--- src/rtl/leaf_uplink_arbiter_if.sv ---
// Groups the four node ingress lanes and the single spine egress lane of the leaf uplink arbiter.
// The slave modport is the arbiter's view; the master modport is the node/spine side.
interface leaf_uplink_arbiter_if #(
    parameter int DWIDTH = 16
);
    logic [4*DWIDTH-1:0] node_in_data;
    logic [3:0]          node_in_valid;
    logic [3:0]          node_in_full;
    logic [DWIDTH-1:0]   spine_out_data;
    logic                spine_out_valid;
    logic                spine_credit_return;
    logic [7:0]          drop_count;

    modport master (
        output node_in_data,
        output node_in_valid,
        output spine_credit_return,
        input  node_in_full,
        input  spine_out_data,
        input  spine_out_valid,
        input  drop_count
    );

    modport slave (
        input  node_in_data,
        input  node_in_valid,
        input  spine_credit_return,
        output node_in_full,
        output spine_out_data,
        output spine_out_valid,
        output drop_count
    );
endinterface

--- src/rtl/leaf_uplink_arbiter.sv ---
// Four-node leaf uplink: per-node ingress FIFOs, credit-gated round-robin onto one spine port.
// Flits are forwarded untouched; overflow on a full FIFO is dropped and counted (saturating).
module leaf_uplink_arbiter #(
    parameter int DWIDTH     = 16,
    parameter int FIFO_DEPTH = 4,
    parameter int CREDITS    = 8
) (
    input  logic                  clk,
    input  logic                  reset,
    leaf_uplink_arbiter_if.slave  bus
);
    localparam int PTR_W  = $clog2(FIFO_DEPTH);
    localparam int CNT_W  = PTR_W + 1;
    localparam int CRED_W = $clog2(CREDITS + 1);
    localparam logic [CNT_W-1:0]  DEPTH_C   = CNT_W'(FIFO_DEPTH);
    localparam logic [CRED_W-1:0] CREDITS_C = CRED_W'(CREDITS);

    function automatic logic [2:0] popcount4(input logic [3:0] v);
        popcount4 = {2'b00, v[0]} + {2'b00, v[1]} + {2'b00, v[2]} + {2'b00, v[3]};
    endfunction

    logic [DWIDTH-1:0] mem_r [4][FIFO_DEPTH];
    logic [PTR_W-1:0]  wr_ptr_r [4];
    logic [PTR_W-1:0]  rd_ptr_r [4];
    logic [CNT_W-1:0]  count_r [4];
    logic [CRED_W-1:0] credit_cnt_r;
    logic [1:0]        last_grant_r;
    logic [3:0]        full_r;
    logic [DWIDTH-1:0] out_data_r;
    logic              out_valid_r;
    logic [7:0]        drop_count_r;

    logic [3:0]        push_s;
    logic [3:0]        drop_s;
    logic [3:0]        pop_s;
    logic [3:0]        nonempty_s;
    logic [CNT_W-1:0]  count_next_s [4];
    logic              grant_s;
    logic [1:0]        grant_idx_s;
    logic [1:0]        rr_idx_s;
    logic [8:0]        drop_sum_s;

    // Full is judged on the registered count, so a same-cycle pop never rescues an arriving flit.
    always_comb begin
        for (int i = 0; i < 4; i++) begin
            nonempty_s[i]   = (count_r[i] != {CNT_W{1'b0}});
            push_s[i]       = bus.node_in_valid[i] && (count_r[i] != DEPTH_C);
            drop_s[i]       = bus.node_in_valid[i] && (count_r[i] == DEPTH_C);
            pop_s[i]        = grant_s && (grant_idx_s == 2'(i));
            count_next_s[i] = count_r[i] + CNT_W'(push_s[i]) - CNT_W'(pop_s[i]);
        end
        drop_sum_s = {1'b0, drop_count_r} + {6'd0, popcount4(drop_s)};
    end

    // Round-robin pick: offsets scanned from far to near so the nearest successor of last_grant wins.
    always_comb begin
        grant_idx_s = 2'd0;
        rr_idx_s    = 2'd0;
        for (int k = 4; k >= 1; k--) begin
            rr_idx_s    = last_grant_r + 2'(k);
            grant_idx_s = nonempty_s[rr_idx_s] ? rr_idx_s : grant_idx_s;
        end
        grant_s = (|nonempty_s) && (credit_cnt_r != {CRED_W{1'b0}});
    end

    // Flit storage; slots are only read inside their valid window, so they carry no reset.
    always_ff @(posedge clk) begin
        for (int i = 0; i < 4; i++) begin
            if (push_s[i]) begin
                mem_r[i][wr_ptr_r[i]] <= bus.node_in_data[i*DWIDTH +: DWIDTH];
            end
        end
    end

    // FIFO pointers, occupancy and the registered full flags.
    always_ff @(posedge clk or posedge reset) begin
        if (reset) begin
            for (int i = 0; i < 4; i++) begin
                wr_ptr_r[i] <= {PTR_W{1'b0}};
                rd_ptr_r[i] <= {PTR_W{1'b0}};
                count_r[i]  <= {CNT_W{1'b0}};
            end
            full_r <= 4'b0000;
        end else begin
            for (int i = 0; i < 4; i++) begin
                if (push_s[i]) begin
                    wr_ptr_r[i] <= wr_ptr_r[i] + PTR_W'(1);
                end
                if (pop_s[i]) begin
                    rd_ptr_r[i] <= rd_ptr_r[i] + PTR_W'(1);
                end
                count_r[i] <= count_next_s[i];
                full_r[i]  <= (count_next_s[i] == DEPTH_C);
            end
        end
    end

    // Spine output register, grant pointer, credit counter and drop statistics.
    always_ff @(posedge clk or posedge reset) begin
        if (reset) begin
            out_data_r   <= {DWIDTH{1'b0}};
            out_valid_r  <= 1'b0;
            last_grant_r <= 2'd3;
            credit_cnt_r <= CREDITS_C;
            drop_count_r <= 8'd0;
        end else begin
            if (grant_s) begin
                out_data_r   <= mem_r[grant_idx_s][rd_ptr_r[grant_idx_s]];
                out_valid_r  <= 1'b1;
                last_grant_r <= grant_idx_s;
            end else begin
                out_valid_r  <= 1'b0;
            end

            // A return arriving while already at the full allotment is discarded.
            case ({grant_s, bus.spine_credit_return})
                2'b10:   credit_cnt_r <= credit_cnt_r - CRED_W'(1);
                2'b01:   credit_cnt_r <= (credit_cnt_r == CREDITS_C) ? credit_cnt_r
                                                                     : credit_cnt_r + CRED_W'(1);
                default: credit_cnt_r <= credit_cnt_r;
            endcase

            drop_count_r <= (drop_sum_s > 9'd255) ? 8'hFF : drop_sum_s[7:0];
        end
    end

    assign bus.node_in_full    = full_r;
    assign bus.spine_out_data  = out_data_r;
    assign bus.spine_out_valid = out_valid_r;
    assign bus.drop_count      = drop_count_r;
endmodule

--- src/flat_wrapper.sv ---
// flat-port wrapper written by rule: the top's interface ports become plain ports
module leaf_uplink_arbiter_flat 
#(
    parameter int DWIDTH     = 16,
    parameter int FIFO_DEPTH = 4,
    parameter int CREDITS    = 8
)
  (clk, reset, bus_node_in_data, bus_node_in_valid, bus_spine_credit_return, bus_node_in_full, bus_spine_out_data, bus_spine_out_valid, bus_drop_count);
  leaf_uplink_arbiter_if #(.DWIDTH(DWIDTH)) bus_i ();
  input  logic clk;
  input  logic reset;
  input wire logic [$bits(bus_i.node_in_data)-1:0] bus_node_in_data;
  input wire logic [$bits(bus_i.node_in_valid)-1:0] bus_node_in_valid;
  input wire logic [$bits(bus_i.spine_credit_return)-1:0] bus_spine_credit_return;
  output wire logic [$bits(bus_i.node_in_full)-1:0] bus_node_in_full;
  output wire logic [$bits(bus_i.spine_out_data)-1:0] bus_spine_out_data;
  output wire logic [$bits(bus_i.spine_out_valid)-1:0] bus_spine_out_valid;
  output wire logic [$bits(bus_i.drop_count)-1:0] bus_drop_count;
  assign bus_i.node_in_data = bus_node_in_data;
  assign bus_i.node_in_valid = bus_node_in_valid;
  assign bus_i.spine_credit_return = bus_spine_credit_return;
  assign bus_node_in_full = bus_i.node_in_full;
  assign bus_spine_out_data = bus_i.spine_out_data;
  assign bus_spine_out_valid = bus_i.spine_out_valid;
  assign bus_drop_count = bus_i.drop_count;
  leaf_uplink_arbiter #(.DWIDTH(DWIDTH), .FIFO_DEPTH(FIFO_DEPTH), .CREDITS(CREDITS)) u_core (.clk(clk), .reset(reset), .bus(bus_i));
endmodule
--- config.mk ---
export PLATFORM = sky130hd
export DESIGN_NAME = leaf_uplink_arbiter_flat
export DESIGN_NICKNAME = d
export VERILOG_FILES = /design/src/rtl/leaf_uplink_arbiter_if.sv /design/src/rtl/leaf_uplink_arbiter.sv /design/src/flat_wrapper.sv
export SDC_FILE = /design/constraint.sdc
export NUM_CORES = 1
export LEC_CHECK = 0
export CAP_MARGIN = 40
export CORE_ASPECT_RATIO = 0.8
export CORE_UTILIZATION = 53
export DETAILED_ROUTE_END_ITERATION = 12
export PLACE_DENSITY_LB_ADDON = 0.15
export REMOVE_ABC_BUFFERS = 1
export SETUP_SLACK_MARGIN = 0.3
export SYNTH_ARGS = -nofsm -noshare
export SYNTH_HDL_FRONTEND = slang
export SYNTH_SLANG_ARGS = --single-unit
--- constraint.sdc ---
create_clock -name clk -period 3 [get_ports clk]
set_input_delay 0.6 -clock clk [delete_from_list [all_inputs] [get_ports clk]]
set_output_delay 0.6 -clock clk [all_outputs]
set_load 0.005 [all_outputs]
==> results of run 1 <==
==> synthesized netlist by cell type (all sizes together), types with 9 or more instances <==
library cell	n	share of area
edfxtp	256	0.57
a31oi	66	0.032
ha	31	0.029
and3	72	0.034
a211oi	66	0.037
buf	22	0.010
and2	17	0.0079
mux2i	32	0.024
xnor2	18	0.012
o221ai	19	0.014
dfrtp	60	0.11
inv	33	0.0092
nand2	168	0.047
nor2	9	0.0025
clkbuf	37	0.010
==> metrics by stage <==
step                setup TNS (ns)  cells
CTS                              0   1457
detailed placement           -3.82   1392
finish                           0   1491
floorplan                  -201.30    914
global route                -0.272   1491
global placement             -2.96   1391
==> layout make-up <==
cell class                      count  area, um2  area share
Sequential cell                   319       9270       0.540
Multi-Input combinational cell    562       4200       0.245
Timing Repair Buffer              202       2240       0.131
Clock buffer                       40        820      0.0477
Tap cell                          318        398      0.0232
Inverter                           33        124     0.00722
Clock inverter                     15        104     0.00605
Antenna cell                        2       5.00    0.000292
==> per-layer routing <==
layer | track usage | share of wire
met1 | 0.368 | 0.42
met2 | 0.413 | 0.47
met3 | 0.0317 | 0.090
met4 | 0.0653 | 0.028
met5 | 0 | 0
==> repair_timing <==
| item | in CTS | in global routing |
|---|---|---|
| gates cloned | 0 | 12 |
| endpoints found under the setup margin | 34 | 37 |
| pin swaps | 24 | 25 |
| setup buffers | 10 | 20 |
| hold buffers | 0 | 0 |
| resized for setup | 42 | 93 |
==> flip-flops by register name, indices dropped and copies added, names as in the netlist <==
name	count
u_core.last_grant_r	2
u_core.bus.drop_count	8
u_core.rd_ptr_r	8
u_core.bus.node_in_full	4
u_core.wr_ptr_r	8
u_core.bus.spine_out_valid	1
u_core.credit_cnt_r	4
u_core.bus.spine_out_data	16
u_core.mem_r	256
u_core.count_r	12
==> cell families after synthesis <==
kind of cell | share of synthesized area
compound gates | 0.0953
xor+xnor | 0.0170
fa+ha+maj | 0.0393
buf+inv | 0.0296
flops | 0.690
mux | 0.0255
simple gates | 0.103
==> how the worst min path moves through the flow <==
| stage | start | endpoint | slack [ns] |
|---|---|---|---|
| final | reset | u_core.wr_ptr_r[0]$_DFFE_PP0P_ | 0.28 |
| after global routing | reset | u_core.wr_ptr_r[1]$_DFFE_PP0P_ | 0.32 |
| after global placement | u_core.rd_ptr_r[1]$_DFFE_PP0P_ | u_core.rd_ptr_r[1]$_DFFE_PP0P_ | 0.46 |
| after floorplan | u_core.rd_ptr_r[1]$_DFFE_PP0P_ | u_core.rd_ptr_r[1]$_DFFE_PP0P_ | 0.44 |
| after detailed placement | u_core.rd_ptr_r[1]$_DFFE_PP0P_ | u_core.rd_ptr_r[1]$_DFFE_PP0P_ | 0.46 |
| after CTS | reset | u_core.wr_ptr_r[0]$_DFFE_PP0P_ | 0.29 |
==> critical path, stage by stage, from the launching register on <==
cell      delay [ns]
dfrtp_2         0.44
or3_4           0.42
o221ai_4        0.26
and2_4          0.22
buf_12          0.12
nor3_4          0.04
ha_1            0.28
inv_1           0.05
ha_1            0.14
inv_1           0.06
fa_2            0.36
xnor2_2         0.15
xnor2_1         0.18
nor3b_2         0.18
==> flow_results.org, run 1 <==
** Logic synthesis
- After synthesis, the mean cell area works out to 13.8 um2.
- Yosys mapped a number of flops with a built-in enable equal to 256.
- For this run, asynchronously set or reset flops after synthesis account for 0.197.
- Post-synthesis instance area :: 13400 um2
- The Yosys step of the flow raised 0 warnings.
- The share of the Yosys chip area taken by registers is 0.690.
- Among all flip-flop cells after synthesis, the most frequent one is edfxtp_1.
- Counting distinct cell types in the post-synthesis netlist gives 45.
- Count of mapped cells out of synthesis :: 973
- The synthesized design contains 319 register bits.

** Cells and area
- The filler cells instantiated in the layout total 1564.
- Commonest cells after routing, fill and taps aside :: edfxtp_1, nand2_1, clkdlybuf4s50_1, and3_1
- At the end of the flow the core is filled with cells to 0.699.
- Compared with the post-synthesis result, the final layout area differs by 27.9%.
- Fraction of layout instances using a drive strength above 1 :: 0.204
- Leaving out fill and tap cells, the most frequent cell in the layout is edfxtp_1.
- After routing the design area is 17200 um2.
- Fin nets :: 1257

** Setup path
- CP startpoint kind :: register
- Start of the worst register-to-register path :: u_core.count_r[6]$_DFF_PP0_
- Worst Setup Path Type :: register to register
- Worst setup path start :: u_core.count_r[6]$_DFF_PP0_
- Endpoint of the most critical setup path :: u_core.bus.node_in_full[1]$_DFF_PP0_
- Of all nets on the critical path, the largest fanout is 4.
- Reg2Reg Depth :: 13
- In this run the register-to-register setup slack is 0.02 ns.
- The worst register-to-register path ends at u_core.bus.node_in_full[1]$_DFF_PP0_.
- The worst setup path is captured at a register.
- STA puts the critical path data required time at 3.49 ns.
- Crit path arrival time :: 3.47 ns

** Timing
- Worst Clk Skew :: 0.0121 ns
- Final worst-path cycle share :: 0.994
- Setup slack on the critical path of the routed design comes to 0.0188 ns.
- After layout, the minimum clock period comes to 2.98 ns.
- The final max-slew violation count was 0.
- Final number of setup-violating endpoints :: 0
- Number of failing hold endpoints at the final stage :: 0
- Final Hold Slack :: 0.285 ns
- Achievable frequency :: 335 MHz
- Setup repair after global routing could not meet its margin everywhere.
- Max-Slew Margin vs Limit :: 0.718
- For the pin with the worst max-slew slack, the measured transition is 0.420 ns.

** Route
- Violation count after the first detailed-routing iteration :: 900
- Drt via density :: 6.07
- In the routed design, unresolved DRC markers number 4.
- Post-route antenna net violation count :: 0
- Count of vias placed by the detailed router :: 9055
- Dividing the detail-routed wire length by the instance count gives 24.7 um.
- The routed design has 36800 um of wire.
- 1st-pass router iterations :: 9

** Global routing
- Total congestion overflow :: 0
- The number of global-route vias before repair is 8377.
- Overall fraction of global-route tracks in use :: 0.254
- Entering global routing, the biggest net connects 98 pins.
- Global-route wire length before repair :: 49100 um
- The initial antenna violation count is 2.

** Floorplan
- Die area :: 26000 um2
- Area of the core region :: 24600 um2
- Die span in y :: 144 um
- For this design the top-level I/O count stands at 100.
- Initial Util :: 0.546
- The initialized floorplan defines 51 standard-cell rows.
- Die width :: 180 um

** CTS
- The tree built by TritonCTS fans out to 319 sinks.
- H-tree levels :: 1
- Buffers inserted during clock tree synthesis total 30.
- The clock passes through at most 3 buffers.
- Latest clock arrival within the worst-skew pair :: 0.56 ns
- After clock tree synthesis, the clock-pin slew on the worst setup and hold paths is 0.06 ns.
- The tree is rooted in a clkbuf_16.
- TritonCTS built the clock tree.

** Placed design
- The congestion estimate from routability-driven global placement came to 0.779.
- Placement Cell Area :: 15100 um2
- Setup slack after placement :: -0.504 ns
- Detail Placement HPWL :: 19000 um
- Number of buffers inserted by port buffering :: 99

** Hold path
- Worst hold path type :: input pin to async pin

** Run status
- The final reports fail on DRC.
- The flow ran to the end, but the final reports show violations.

** Job
- Max-cap violations in this run came to 0.
Power of run 1 is not shown: default switching activity piles up to over one toggle a cycle in this logic, so the estimate is an artifact.
==> inputs of run 2 (changes only) <==
--- a/config.mk
+++ b/config.mk
@@ -7,7 +7,7 @@
 export LEC_CHECK = 0
 export CAP_MARGIN = 40
 export CORE_ASPECT_RATIO = 0.8
-export CORE_UTILIZATION = 53
+export CORE_UTILIZATION = 50
 export DETAILED_ROUTE_END_ITERATION = 12
 export PLACE_DENSITY_LB_ADDON = 0.15
 export REMOVE_ABC_BUFFERS = 1
==> flow_results.org, run 2 (synthesized netlist as in run 1, its figures left out) <==
** Setup path
- The cell with the largest stage delay on the worst path is or3_4 (was dfrtp_2).
- The critical path buffer and inverter count is 3 (unchanged).
- Stage delay of the slowest cell on the critical path :: 0.44 ns (about the same)
- The classification of the worst setup path is register to register (unchanged).
- The number of gates on the worst path with buffers counted came to 13 (unchanged).
- The type of origin of the critical path was a register (unchanged).
- The largest fanout on the critical path is 4 (unchanged).
- Critical Path, Cell by Cell :: or3_4 -> nor2_4 -> a32o_2 -> buf_8 -> nor3_4 -> ha_1 -> inv_1 -> ha_1 -> inv_2 -> fa_2 -> xnor2_2 -> xnor2_1 -> nor3b_2 (was or3_4 -> o221ai_4 -> and2_4 -> buf_12 -> nor3_4 -> ha_1 -> inv_1 -> ha_1 -> inv_1 -> fa_2 -> xnor2_2 -> xnor2_1 -> nor3b_2)
- Data required time of the worst path :: 3.42 ns (was 3.49 ns)
- Worst Setup End Kind :: register (unchanged)
- The number of cells on the worst reg-to-reg path came to 13 (unchanged).
- In this design, the critical path's most frequently occurring cell is ha_1.
- The critical path data arrival time was 3.32 ns (was 3.47 ns).
- The cell family contributing the most delay on the critical path is adder cells (was simple AND/OR/NAND/NOR gates).

** Cells and area
- Area added between synthesis and finish :: 30.4% (was 27.9%)
- Commonest cells after routing, fill and taps aside: edfxtp_1, nand2_1, clkdlybuf4s50_1, buf_4, and3_1 (was edfxtp_1, nand2_1, clkdlybuf4s50_1, and3_1).
- Fin nets :: 1276 (was 1257)
- The flip-flop count of the largest register after layout is 256 (unchanged).
- The final cell count without fillers is 1553 (was 1491).
- Final-layout fill cell count :: 1885 (was 1564)
- Most common cell after layout, fill and taps aside :: edfxtp_1 (unchanged)
- The layout cell share with drive strength beyond 1 is 0.210 (was 0.204).

** Placed design
- Number of placed cells counting well taps :: 1436 (was 1392)
- The number of buffer cells added on primary ports was 99 (unchanged).
- The setup slack after placement was -0.461 ns (was -0.504 ns).
- The placer's final routability congestion estimate is 0.784 (was 0.779).
- The HPWL after detailed placement came to 19800 um (was 19000 um).

** Power and ir drop
- The share of total power dissipated in the clock network is 0.171.
- The internal power of the cells totals 15.0 mW.
- Combinational share of power :: 0.560
- Dividing total power by cell area gives a power density of 1400 nW/um2.
- Fraction of power spent switching nets :: 0.388
- For this design the total switching power over the nets is 9.48 mW.
- The share of total power dissipated in sequential elements is 0.269.
- VDD sags by at most 1.23 mV.
- Summed over all cells, the static leakage comes to 6.67 nW.
- Overall Power :: 24.4 mW

** Timing
- RSZ-0062 raised after global routing :: yes (unchanged)
- Fin crit period :: 2.90 ns (was 2.98 ns)
- The count of final setup violators came to 0 (unchanged).
- The final max-slew violation count came to 0 (unchanged).
- The transition time of the tightest slew-check pin is 0.570 ns (was 0.420 ns).
- The number of hold violations in the final report came to 0 (unchanged).
- Achievable frequency :: 345 MHz (was 335 MHz)
- Worst Slack Setup Final :: 0.101 ns (was 0.0188 ns)
- Worst Clk Skew :: 0.0213 ns (was 0.0121 ns)
- The period utilization is 0.966 (was 0.994).
- The relative slew slack was 0.620 (was 0.718).

** Global routing
- The number of global-route vias before repair came to 8733 (was 8377).
- The largest net degree at the start of global routing came to 65 (was 98).
- Initial antenna violation count :: 3 (was 2)
- Total congestion overflow :: 0 (unchanged)
- The wire length of the first global-routing pass came to 52700 um (was 49100 um).
- The aggregate global-route resource usage is 0.264 (was 0.254).

** Route
- The average routed wire per standard cell is 23.7 um (was 24.7 um).
- Violation count after the first detailed-routing iteration :: 1039 (was 900)
- 1st-pass router iterations :: 5 (was 9)
- Post-route antenna net violation count :: 0 (unchanged)
- The post-detailed-route via-to-cell ratio came to 5.83 (was 6.07).
- Remaining design rule violation count :: 0 (was 4)
- Count of vias placed by the detailed router :: 9058 (was 9055)
- The sum of routed wire length over all layers came to 36800 um (about the same).

** Floorplan
- Area of the core region :: 26300 um2 (was 24600 um2)
- Initial Util :: 0.510 (was 0.546)
- Die area :: 27500 um2 (was 26000 um2)
- Die span in y :: 149 um (was 144 um)
- Number of placed I/O pins :: 100 (unchanged)
- The number of placement rows is 53 (was 51).
- Die width :: 185 um (was 180 um)

** CTS
- Hold_buf cts :: 0 (unchanged)
- The deepest level of the CTS H-tree came to 2 (was 1).
- The buffer depth of the longest clock path came to 3 (unchanged).
- TritonCTS buffer count :: 34 (was 30)
- The number of sinks handled by clock tree synthesis came to 319 (unchanged).
- The root buffer selected by CTS is clkbuf_16 (unchanged).
- The insertion delay to the later sink of the worst-skew pair was 0.51 ns (was 0.56 ns).
- Register clock-pin slew on the reported worst setup and hold paths :: 0.06 ns (about the same)
- The clock tree from TritonCTS is yes (unchanged).

** Run status
- Status :: finished clean (was finished with violations)

** Job
- The number of maximum-capacitance violations came to 0 (unchanged).

** Hold path
- The path class of the lowest-slack min-delay path was input pin to async pin (unchanged).
[run 2: power groups by stage]
stage,combinational (mW),sequential (mW),clock [mW]
2_1_floorplan,5.03,6.52,0
3_3_place_gp,9.90,6.60,0
3_5_place_dp,10.1,6.62,0
4_1_cts,12.2,6.55,4.21
5_1_grt,14.6,6.68,4.40
6_report,13.7,6.59,4.18
[run 2: final cells by class]
class / count / area [um2] / area share
flip-flops and latches: 319 / 9270 / 0.530
multi-input cells: 562 / 4150 / 0.237
repair buffers: 217 / 2400 / 0.137
clock buffers: 53 / 1020 / 0.0580
well taps: 357 / 447 / 0.0255
inverters: 33 / 124 / 0.00708
clock inverters: 9 / 96.3 / 0.00550
diodes: 3 / 7.51 / 0.000429
[run 2: metrics by stage]
step / instance area [um2] / hold WS (ns) / setup TNS [ns] / utilization
after detailed placement: 15200 / 0.463 / -3.90 / 0.577
final: 17500 / 0.346 / 0 / 0.665
after global placement: 15200 / 0.454 / -3.64 / 0.576
after floorplan: 13200 / 0.437 / -201.30 / -
after CTS: 17000 / 0.348 / 0 / 0.647
after global routing: 17500 / 0.386 / -0.0128 / 0.665
[run 2: what timing repair did]
action,in CTS,in global routing
pin swaps,24,35
buffers inserted,24,17
endpoints found under the hold margin,0,0
setup endpoints to repair,37,34
cloned,6,5
gates resized for setup,74,48
[run 2: worst register-to-register path, stage by stage (launching register included)]
cell	delay (ns)
dfrtp_1	0.40
or3_4	0.44
nor2_4	0.11
a32o_2	0.23
buf_8	0.13
nor3_4	0.05
ha_1	0.28
inv_1	0.05
ha_1	0.15
inv_2	0.05
fa_2	0.40
xnor2_2	0.15
xnor2_1	0.19
nor3b_2	0.19
[run 2: path summary, 6_finish.rpt]
path                                                        endpoint                           start  slack (ns)
setup / recovery                u_core.bus.node_in_full[1]$_DFF_PP0_     u_core.count_r[9]$_DFF_PP0_        0.10
hold reg to reg                       u_core.rd_ptr_r[1]$_DFFE_PP0P_  u_core.rd_ptr_r[1]$_DFFE_PP0P_        0.48
setup reg to reg                u_core.bus.node_in_full[1]$_DFF_PP0_     u_core.count_r[9]$_DFF_PP0_        0.10
min in group clk                      u_core.rd_ptr_r[1]$_DFFE_PP0P_  u_core.rd_ptr_r[1]$_DFFE_PP0P_        0.48
max in group asynchronous  u_core.bus.spine_out_data[14]$_DFFE_PP0P_                           reset        2.06
hold / removal                    u_core.bus.drop_count[7]$_DFF_PP0_                           reset        0.35
[run 2: layer usage]
layer,vias up,GRT usage,share of wire
li1,4043,-,-
met1,4477,0.381,0.42
met2,461,0.414,0.46
met3,77,0.0416,0.092
met4,0,0.0814,0.029
met5,-,0,0
(Power assumes the default switching activity.)
